## config.mk

```make
export PLATFORM = sky130hd
export DESIGN_NAME = reg_write_arbiter
export DESIGN_NICKNAME = d
export VERILOG_FILES = /design/src/rtl/reg_write_arbiter.sv
export SDC_FILE = /design/constraint.sdc
export NUM_CORES = 1
export LEC_CHECK = 0
export CORE_ASPECT_RATIO = 1.4
export CORE_UTILIZATION = 40
export DETAILED_ROUTE_END_ITERATION = 8
export PLACE_DENSITY_LB_ADDON = 0.15
export SYNTH_ARGS = -nofsm -noshare
export SYNTH_HDL_FRONTEND = slang
export SYNTH_SLANG_ARGS = --single-unit
```

## constraint.sdc

```tcl
create_clock -name clk -period 2.8 [get_ports clk]
set_input_delay 0.28 -clock clk [delete_from_list [all_inputs] [get_ports clk]]
set_output_delay 0.28 -clock clk [all_outputs]
set_load 0.01 [all_outputs]
```

## src/rtl/reg_write_arbiter.sv

```systemverilog
// Write-port arbiter for the 16x16 register group with pending-write scoreboard.
// Define REG_WRITE_ARB_FIXED_PRIO_EN for fixed lowest-index priority instead of round-robin.
module reg_write_arbiter #(
    parameter int NUM_REQ = 3,
    parameter int DATA_W  = 16,
    parameter int ADDR_W  = 4
) (
    input  logic                      clk,
    input  logic                      rst,
    input  logic [NUM_REQ-1:0]        req,
    input  logic [NUM_REQ*ADDR_W-1:0] req_addr,
    input  logic [NUM_REQ*DATA_W-1:0] req_data,
    output logic [NUM_REQ-1:0]        grant,
    output logic                      wr_en,
    output logic [ADDR_W-1:0]         wr_addr,
    output logic [DATA_W-1:0]         wr_data,
    input  logic                      claim_valid,
    input  logic [ADDR_W-1:0]         claim_addr,
    input  logic [ADDR_W-1:0]         rd_a,
    input  logic [ADDR_W-1:0]         rd_b,
    output logic                      stall,
    output logic [2**ADDR_W-1:0]      busy
);

    localparam int DEPTH = 2**ADDR_W;
    localparam int PTR_W = (NUM_REQ > 1) ? $clog2(NUM_REQ) : 1;

    logic [ADDR_W-1:0] addr_arr [NUM_REQ];
    logic [DATA_W-1:0] data_arr [NUM_REQ];

    generate
        for (genvar gi = 0; gi < NUM_REQ; gi++) begin : g_unpack
            assign addr_arr[gi] = req_addr[gi*ADDR_W +: ADDR_W];
            assign data_arr[gi] = req_data[gi*DATA_W +: DATA_W];
        end
    endgenerate

    logic [PTR_W-1:0]  g_idx;
    logic              transfer;
    logic [ADDR_W-1:0] sel_addr;
    logic [DATA_W-1:0] sel_data;

`ifdef REG_WRITE_ARB_FIXED_PRIO_EN
    always_comb begin
        logic found;
        grant = '0;
        found = 1'b0;
        for (int i = 0; i < NUM_REQ; i++) begin
            if (req[i] && !found) begin
                grant[i] = 1'b1;
                found    = 1'b1;
            end
        end
    end
`else
    logic [PTR_W-1:0] ptr_reg;

    // Scan starting at the pointer, wrapping modulo NUM_REQ.
    always_comb begin
        logic             found;
        logic [PTR_W-1:0] idx;
        grant = '0;
        found = 1'b0;
        idx   = '0;
        for (int k = 0; k < NUM_REQ; k++) begin
            idx = PTR_W'((int'(ptr_reg) + k) % NUM_REQ);
            if (req[idx] && !found) begin
                grant[idx] = 1'b1;
                found      = 1'b1;
            end
        end
    end

    always_ff @(posedge clk or negedge rst) begin
        if (!rst) begin
            ptr_reg <= '0;
        end else if (transfer) begin
            ptr_reg <= (g_idx == PTR_W'(NUM_REQ-1)) ? '0 : g_idx + PTR_W'(1);
        end
    end
`endif

    always_comb begin
        g_idx = '0;
        for (int i = 0; i < NUM_REQ; i++) begin
            if (grant[i]) g_idx = PTR_W'(i);
        end
    end

    assign transfer = |(req & grant);
    assign sel_addr = addr_arr[g_idx];
    assign sel_data = data_arr[g_idx];

    logic              wr_en_reg;
    logic [ADDR_W-1:0] wr_addr_reg;
    logic [DATA_W-1:0] wr_data_reg;

    // R0 transfers are consumed but never strobe the register group.
    always_ff @(posedge clk or negedge rst) begin
        if (!rst) begin
            wr_en_reg   <= 1'b0;
            wr_addr_reg <= '0;
            wr_data_reg <= '0;
        end else begin
            wr_en_reg <= transfer && (sel_addr != '0);
            if (transfer) begin
                wr_addr_reg <= sel_addr;
                wr_data_reg <= sel_data;
            end
        end
    end

    logic [DEPTH-1:0] busy_reg;
    logic [DEPTH-1:0] busy_next;

    // Clear on commit first, then set on claim so a same-edge claim wins.
    always_comb begin
        busy_next = busy_reg;
        if (transfer && (sel_addr != '0)) busy_next[sel_addr] = 1'b0;
        if (claim_valid && (claim_addr != '0)) busy_next[claim_addr] = 1'b1;
        busy_next[0] = 1'b0;
    end

    always_ff @(posedge clk or negedge rst) begin
        if (!rst) begin
            busy_reg <= '0;
        end else begin
            busy_reg <= busy_next;
        end
    end

    assign wr_en   = wr_en_reg;
    assign wr_addr = wr_addr_reg;
    assign wr_data = wr_data_reg;
    assign busy    = busy_reg;
    assign stall   = busy_reg[rd_a] | busy_reg[rd_b];

endmodule

```

## After elaboration in Yosys (flattened, before gate mapping)

Index checks and enable logic that the tools add are counted.

- Input bits: 78
- Word-level logic and storage cells: 83
- Output and inout port bits: 41
- Flip-flop bits (word level): 38

- Divide/modulo/power cells: 3
- Equal/unequal tests: 1
- Magnitude comparators: 13
- Add/sub/neg operators: 3
- Reductions and logical operators: 14
- Bitwise logic cells: 8
- Multiplexer cells: 36

Operators by type and width:

| kind | count |
|---|---|
| $mod A32 B3 Y32 const B | 2 |
| $mux W16 | 4 |
| $bmux W16 S2 | 1 |
| $mod A3 B3 Y32 const B | 1 |
| $lt A4 B5 Y1 const B | 4 |
| $and A16 B16 Y16 | 1 |
| $not A16 Y16 | 1 |
| $or A16 B16 Y16 | 1 |
| $mux W1 | 13 |
| $logic_and A1 B1 Y1 | 9 |
| $lt A2 B3 Y1 const B | 3 |
| $mux W3 | 3 |
| $bmux W1 S4 | 2 |
| $bmux W4 S2 | 1 |
| $demux W1 S4 | 2 |
| $ge A4 B1 Y1 const B | 2 |
| $mux W4 | 2 |
| $reduce_bool A4 Y1 | 2 |
| $bmux W1 S2 | 3 |
| $demux W1 S2 | 3 |
| $ge A2 B1 Y1 const B | 3 |
| $or A3 B3 Y3 | 2 |
| $mux W2 | 2 |
| $add A2 B1 Y3 const B | 1 |
| other kinds (9) | 10 |

## Longest topological paths before layout

Gate-level depths: netlist (run 1).

- Depth in word-level cells: 25
- Mapped depth: 15

## Worst setup path after synthesis (run 1)

No wires, ideal clock.

- Path type: reg2reg
- Start: register ptr_reg[0]
- End: register wr_data_reg[0] (netlist: wr_data[0])
- Slack: 312 ps
- Data arrival time: 2362 ps
- Stages on the path, launching flop included: 12
- Period minus slack after synthesis: 2488 ps
- Setup time: 126 ps
- Cell sequence: dfrtp_1 -> inv_1 -> ha_1 -> buf_2 -> and4bb_1 -> a31oi_1 -> o311a_1 -> a21o_1 -> and3_1 -> buf_6 -> buf_6 -> a221o_1

- Word-level cells in the longest chain between the ends: 16

Ends and longest elaborated chain:

| element | line | RTL |
|---|---|---|
| from (decl) | 56 | `logic [PTR_W-1:0] ptr_reg;` |
| from (signal assigned) | 78 | `ptr_reg <= (g_idx == PTR_W'(NUM_REQ-1)) ? '0 : g_idx + PTR_W'(1);` |
| $add A2 B1 Y3 or $mod A3 B3 Y32 (tied branches) | 66 | `idx = PTR_W'((int'(ptr_reg) + k) % NUM_REQ);` |
| $mod A32 B3 Y32 (tied with other cells) | 66 |  |
| $lt A2 B3 Y1 (implied by the code) (tied with other cells) | 68 | `grant[idx] = 1'b1;` |
| $logic_and A1 B1 Y1 (implied by the code) (tied with other cells) | 68 |  |
| $mux W1 (implied by the code) (tied with other cells) | 68 |  |
| $demux W1 S2 (tied with other cells) | 68 |  |
| $or A3 B3 Y3 (no line) or $mux W1 (tied branches) | -- |  |
| $mux W3 or $logic_not A1 Y1 (tied branches) | 67 | `if (req[idx] && !found) begin` |
| $or A3 B3 Y3 (no line) or $logic_and A1 B1 Y1 (tied branches) | -- |  |
| $mux W3 * | 67 |  |
| $mux W1 | 86 | `if (grant[i]) g_idx = PTR_W'(i);` |
| $mux W2 | 86 |  |
| $not A2 Y3 (implied by the code) | 92 | `assign sel_data = data_arr[g_idx];` |
| $bmux W16 S2 | 92 |  |
| $mux W16 (implied by the code) (2 in series) | 92 |  |
| to (signal assigned) | 108 | `wr_data_reg <= sel_data;` |
| to (decl) | 96 | `logic [DATA_W-1:0] wr_data_reg;` |

Every way passes the cells marked *; elsewhere a longest branch is shown, timed or not. The select of a mux whose other input is x is not followed.
A chain may end at the register's enable or synchronous reset.

## Worst setup path in the final report (run 1)

- Start: register ptr_reg[0]
- End: register wr_data_reg[11] (netlist: wr_data[11])

Same word-level chain as after synthesis.

==> out/results.txt, run 1 <==
outcome = finished clean
Max Root-Sink Buffers = 2
class of the worst hold path = input pin to asynchronous set/reset pin
Slew headroom = 0.436
total CTS buffers = 5
initial antenna violation count = 0
top cell type by total area after synthesis = dfrtp_1
Initial Util = 0.421
antenna-violating nets left = 0
final setup margin = 0.0956 ns
post-DR wirelength/cell = 16.8 um
Hold Fails Final Rpt = 0
WP data required = 2.99 ns
Worst-Margin Slew = 0.847 ns
num rows = 36
ys flop type = dfrtp_1
post-synth cell types = 55
clk slew on worst S/H paths = 0.08 ns
1st-pass router iterations = 5
Routability Congestion = 0.935
vias per std cell = 5.75
r2r startpoint = ptr_reg[0]
Remaining DRCs = 0
Critical Path Source = ptr_reg[0]
H-tree levels = 2
Post-synth EDFFs = 0
slowest cell delay on critical path = 0.42 ns
FF+latch count, synth = 38
total global routing overflow = 0
number of max-cap violations = 0
Synth Warn # = 0
worst-path fanout max = 45
CP Cell Sequence = inv_1 -> ha_4 -> and4bb_1 -> o22ai_1 -> a221o_1 -> clkinv_4 -> buf_16 -> nand2_1 -> and3_2 -> clkbuf_16 -> a221o_1
FMAX = 0.370 GHz
Die Area = 7800 um2
Power Dens Cells = 1020 nW/um2
growth of design area from synthesis to finish = 50.6%
largest net degree at the start of global routing = 50
# nets final = 555
Clk Latency, worst-skew pair = 0.30 ns
final worst-path cycle share = 0.966
Crit path top cell by count = a221o_1
CTS tree = done
die width = 75.0 um
Crit Path Class = flop to flop
final setup fails = 0
top cell type's share of synthesized area = 0.319
gr usage total = 0.250
Slowest cell on crit path = dfrtp_2
Syn Std Cell Area = 2980 um2
Post-Synthesis Cells = 351
DP Worst Slack = -0.101 ns
most frequent cell after synthesis = dfrtp_1
clk_skew = 0.00741 ns
IO Port Bufs = 117
sequential area share after synthesis = 0.319
Ports = 119
Inserted Diodes = 0
Largest register FFs = 16
CTS root buffer = clkbuf_8
post-layout power = 4580 uW
layout cell share with drive strength beyond 1 = 0.122
top post-synthesis cells by area = dfrtp_1 32%, a221o_1 5.7%, a22oi_1 4.8%
Async SR Flop Fraction = 1.00
CTS Sinks = 38
vias in the first global route = 3,135
synthesized area per cell = 8.49 um2
Crit. End Element = flop
Hold Slack = 0.0741 ns
crit path DAT = 2.89 ns
Final Util = 0.635
Final min period = 2.70 ns
DP HPWL = 7.18 mm
total wire length = 9.54 mm
Die Span Y = 104 um
Max VDD drop = 0.000666 V
Initial DRC Count = 300
CP bufs+invs = 4
max-slew violations = 0
global-route wire length before repair = 15.0 mm
CP delay by family, top = compound AO/OA/AOI/OAI gates
DR vias = 3,272
P_leak = 0.00181 uW
syn_nets = 433
Startpoint Class = flop
Commonest cells post-synth = 38 x dfrtp_1, 35 x nor2_1, 28 x nand2_1
Placeable Area = 7070 um2
==> stage by stage <==
stage,setup TNS (ns),std cells,instance area [um2]
after detailed placement,-1.27,559,4280
after global routing,-0.159,569,4490
after global placement,-0.129,559,4280
final,0,569,4490
after CTS,0,567,4430
after floorplan,0,351,2980
==> what timing repair did <==
action / in CTS / in global routing
gates cloned: 0 / 1
hold buffers: 0 / 0
resized for setup: 9 / 11
endpoints found under the hold margin: 0 / 0
setup buffers: 0 / 1
endpoints found under the setup margin: 20 / 33
==> metal layers <==
metal / track usage / vias up / wire length [um]
li1: - / 1560 / -
met1: 0.269 / 1540 / 3560
met2: 0.456 / 157 / 5200
met3: 0.0475 / 15 / 615
met4: 0.104 / 0 / 168
met5: 0 / - / 0
==> placed cells by master (no fill, tap or decap), types with 3 or more instances in the layout <==
cell type        netlist  layout
clkdlybuf4s50_1        0     113
dfrtp_1               38      36
nor2_1                35      35
nand2_1               28      28
a21oi_1               26      24
a22oi_1               19      19
buf_4                  3      19
o21ai_0               20      18
a221o_1               17      17
nor2b_1               16      16
inv_1                 15      15
nand3_1               14      14
nor3_1                 9       9
a31oi_1                8       8
o211ai_1               6       6
mux2i_1                6       6
o21ai_1                4       6
mux4_2                 6       6
nand2b_1               5       5
clkbuf_8               0       5
mux2_2                 4       4
a21o_1                 3       3
nand4_1                3       3
and2_1                 3       3
dlygate4sd2_1          0       3
==> where the power goes <==
group / switching, uW / internal (uW) / total (uW)
combinational: 1510 / 1580 / 3090
clock: 214 / 262 / 476
sequential: 218 / 805 / 1020
total: 1940 / 2650 / 4580
==> area by class of cell <==
type / instances / area (um2)
fill: 629 / 2580
multi-input combinational: 273 / 1860
timing repair buffer: 139 / 1380
sequential: 38 / 953
tap: 95 / 119
clock buffer: 5 / 68.8
inverter: 16 / 65.1
clock inverter: 3 / 40.0
==> logic make-up after synthesis <==
family / after synthesis / share of synthesized area
and+or+nand+nor: 132 / 0.228
AOI/OAI and AO/OA: 120 / 0.278
buffers and inverters: 40 / 0.0768
DFF: 38 / 0.319
muxes: 16 / 0.0806
adders and majority gates: 4 / 0.0168
other: 1 / 0.00126
==> final timing paths <==
check	slack, ns	to	depth (start not counted)
worst min register to register	0.51	wr_addr[0]	2
max in group asynchronous	2.13	ptr_reg[1]	1
min in group clk	0.51	wr_addr[0]	2
worst max register to register	0.1	wr_data[11]	11
worst max-delay path	0.1	wr_data[11]	11
worst min-delay path	0.07	busy[1]	1
(Power assumes the default switching activity.)
==> inputs of run 2 (changes only) <==
Settings changed: CORE_ASPECT_RATIO 1.4 to 0.9.
==> run 2 against run 1 <==
Compared with the run above: fmax rose by 0.71%; setup slack better by 0.019 ns; register-to-register slack better by 0.02 ns; die area barely moved; non-clock buffer count unchanged; design area about the same; worst hold slack better by 0.015 ns; clock skew down 0.0021 ns; clock power up 0.8%; global-route usage fell by 0.98 points; critical path type unchanged; highest routed layer unchanged.
==> out/results.txt, run 2 (synthesized netlist as in run 1, its figures left out) <==
outcome = finished clean
Die Area = 7800 um2
Initial DRC Count = 171
Slowest cell on crit path = dfrtp_2
CTS Sinks = 38
Remaining DRCs = 0
vias in the first global route = 3,099
Clk Latency, worst-skew pair = 0.29 ns
Power Dens Cells = 1030 nW/um2
R2R Path End = busy[13]
total global routing overflow = 0
worst-path fanout max = 22
Reg area = 953 um2
gr usage total = 0.240
antenna-violating nets left = 0
clk slew on worst S/H paths = 0.08 ns
DP HPWL = 7.01 mm
CTS root buffer = clkbuf_8
Hold Slack = 0.0890 ns
CP Cell Sequence = buf_4 -> ha_4 -> buf_4 -> nor2b_1 -> o22ai_1 -> a221o_1 -> clkinv_4 -> buf_8 -> nand4_1 -> or2_1 -> a22o_1 -> a32o_1
die width = 93.0 um
global-route wire length before repair = 14.9 mm
class of the worst hold path = input pin to asynchronous set/reset pin
final setup fails = 0
number of max-cap violations = 0
crit path DAT = 2.86 ns
post-DR wirelength/cell = 16.7 um
Hold Fails Final Rpt = 0
footprint of the multi-input gates = 1870 um2
Routability Congestion = 0.904
Crit Path Class = flop to flop
Startpoint Class = flop
R2R cell count = 12
Largest register FFs = 16
hold buffer count at CTS = 0
Reg2Reg Setup Slack = 0.11 ns
Max VDD drop = 0.000503 V
DR vias = 3,249
Setup crit end = busy[13]
largest net degree at the start of global routing = 50
Placeable Area = 7110 um2
Inserted Diodes = 0
vias per std cell = 5.74
max-slew violations = 0
FMAX = 0.372 GHz
CP delay by family, top = compound AO/OA/AOI/OAI gates
clk_skew = 0.00527 ns
CP bufs+invs = 4
total CTS buffers = 5
most frequent cells in the layout = 114 x clkdlybuf4s50_1, 36 x dfrtp_1, 35 x nor2_1, 28 x nand2_1, 25 x a21oi_1
Final Util = 0.632
IO Port Bufs = 117
initial antenna violation count = 0
Slew headroom = 0.436
Critical Path Source = ptr_reg[0]
Crit. End Element = flop
1st-pass router iterations = 4
Initial Util = 0.419
Worst path depth = 12
Max Root-Sink Buffers = 2
r2r startpoint = ptr_reg[0]
filler cell count = 655
Crit path top cell by count = buf_4
Ports = 119
slowest cell delay on critical path = 0.42 ns
Die Span Y = 83.9 um
# nets final = 555
P_leak = 0.00183 uW
most common cell after layout, fill and taps aside = clkdlybuf4s50_1
RSZ-0062 raised after global routing = no
layout cell share with drive strength beyond 1 = 0.118
total wire length = 9.44 mm
final worst-path cycle share = 0.959
num rows = 29
CTS tree = done
H-tree levels = 2
growth of design area from synthesis to finish = 50.7%
Final min period = 2.69 ns
Worst-Margin Slew = 0.846 ns
WP data required = 2.98 ns
[run 2: worst min-delay path by stage]
stage	depth (start not counted)	from	slack, ns	endpoint
global route	1	rst	0.17	busy[9]
detailed placement	1	rst	0.44	busy[1]
finish	1	rst	0.09	busy[9]
global placement	1	rst	0.44	busy[1]
CTS	1	rst	0.13	wr_addr[2]
floorplan	0	rst	-0.02	busy[10]
[run 2: per-stage QoR]
stage / instances / total power [uW] / instance area [um2] / setup WS (ns) / setup TNS [ns]
after floorplan: 351 / 2850 / 2980 / 0.312 / 0
after global placement: 554 / 3830 / 4240 / -0.0464 / -0.0464
after detailed placement: 554 / 3910 / 4240 / -0.105 / -1.23
after CTS: 561 / 4420 / 4370 / -0.125 / -1.58
after global routing: 566 / 4950 / 4490 / 0.00173 / 0
final: 566 / 4610 / 4490 / 0.115 / 0
[run 2: area by class of cell]
class / instances / area share
inverter: 16 / 0.0145
timing repair buffer: 139 / 0.306
clock buffer: 6 / 0.0184
tap: 93 / 0.0259
sequential: 38 / 0.212
multi-input combinational: 273 / 0.416
clock inverter: 1 / 0.00669
[run 2: what timing repair did]
item	CTS	global route
pin swaps	0	1
resized for setup	4	15
cloned	0	1
endpoints found under the hold margin	0	0
setup endpoints to repair	20	31
setup buffers	0	4
[run 2: routing by layer]
| metal | track usage | share of wire | up-vias | wire length [um] |
|---|---|---|---|---|
| met5 | 0 | 0 | - | 0 |
| met4 | 0.0727 | 0.013 | 0 | 125 |
| met3 | 0.0610 | 0.089 | 13 | 844 |
| met2 | 0.391 | 0.48 | 141 | 4520 |
| met1 | 0.312 | 0.42 | 1541 | 3950 |
| li1 | - | - | 1554 | - |
[run 2: where the power goes]
group          leakage (uW)  internal [uW]  total, uW  switching (uW)
combinational       0.00134           1590       3110            1520
clock             0.0000573            285        480             195
sequential         0.000426            806       1020             215
total               0.00183           2680       4610            1930
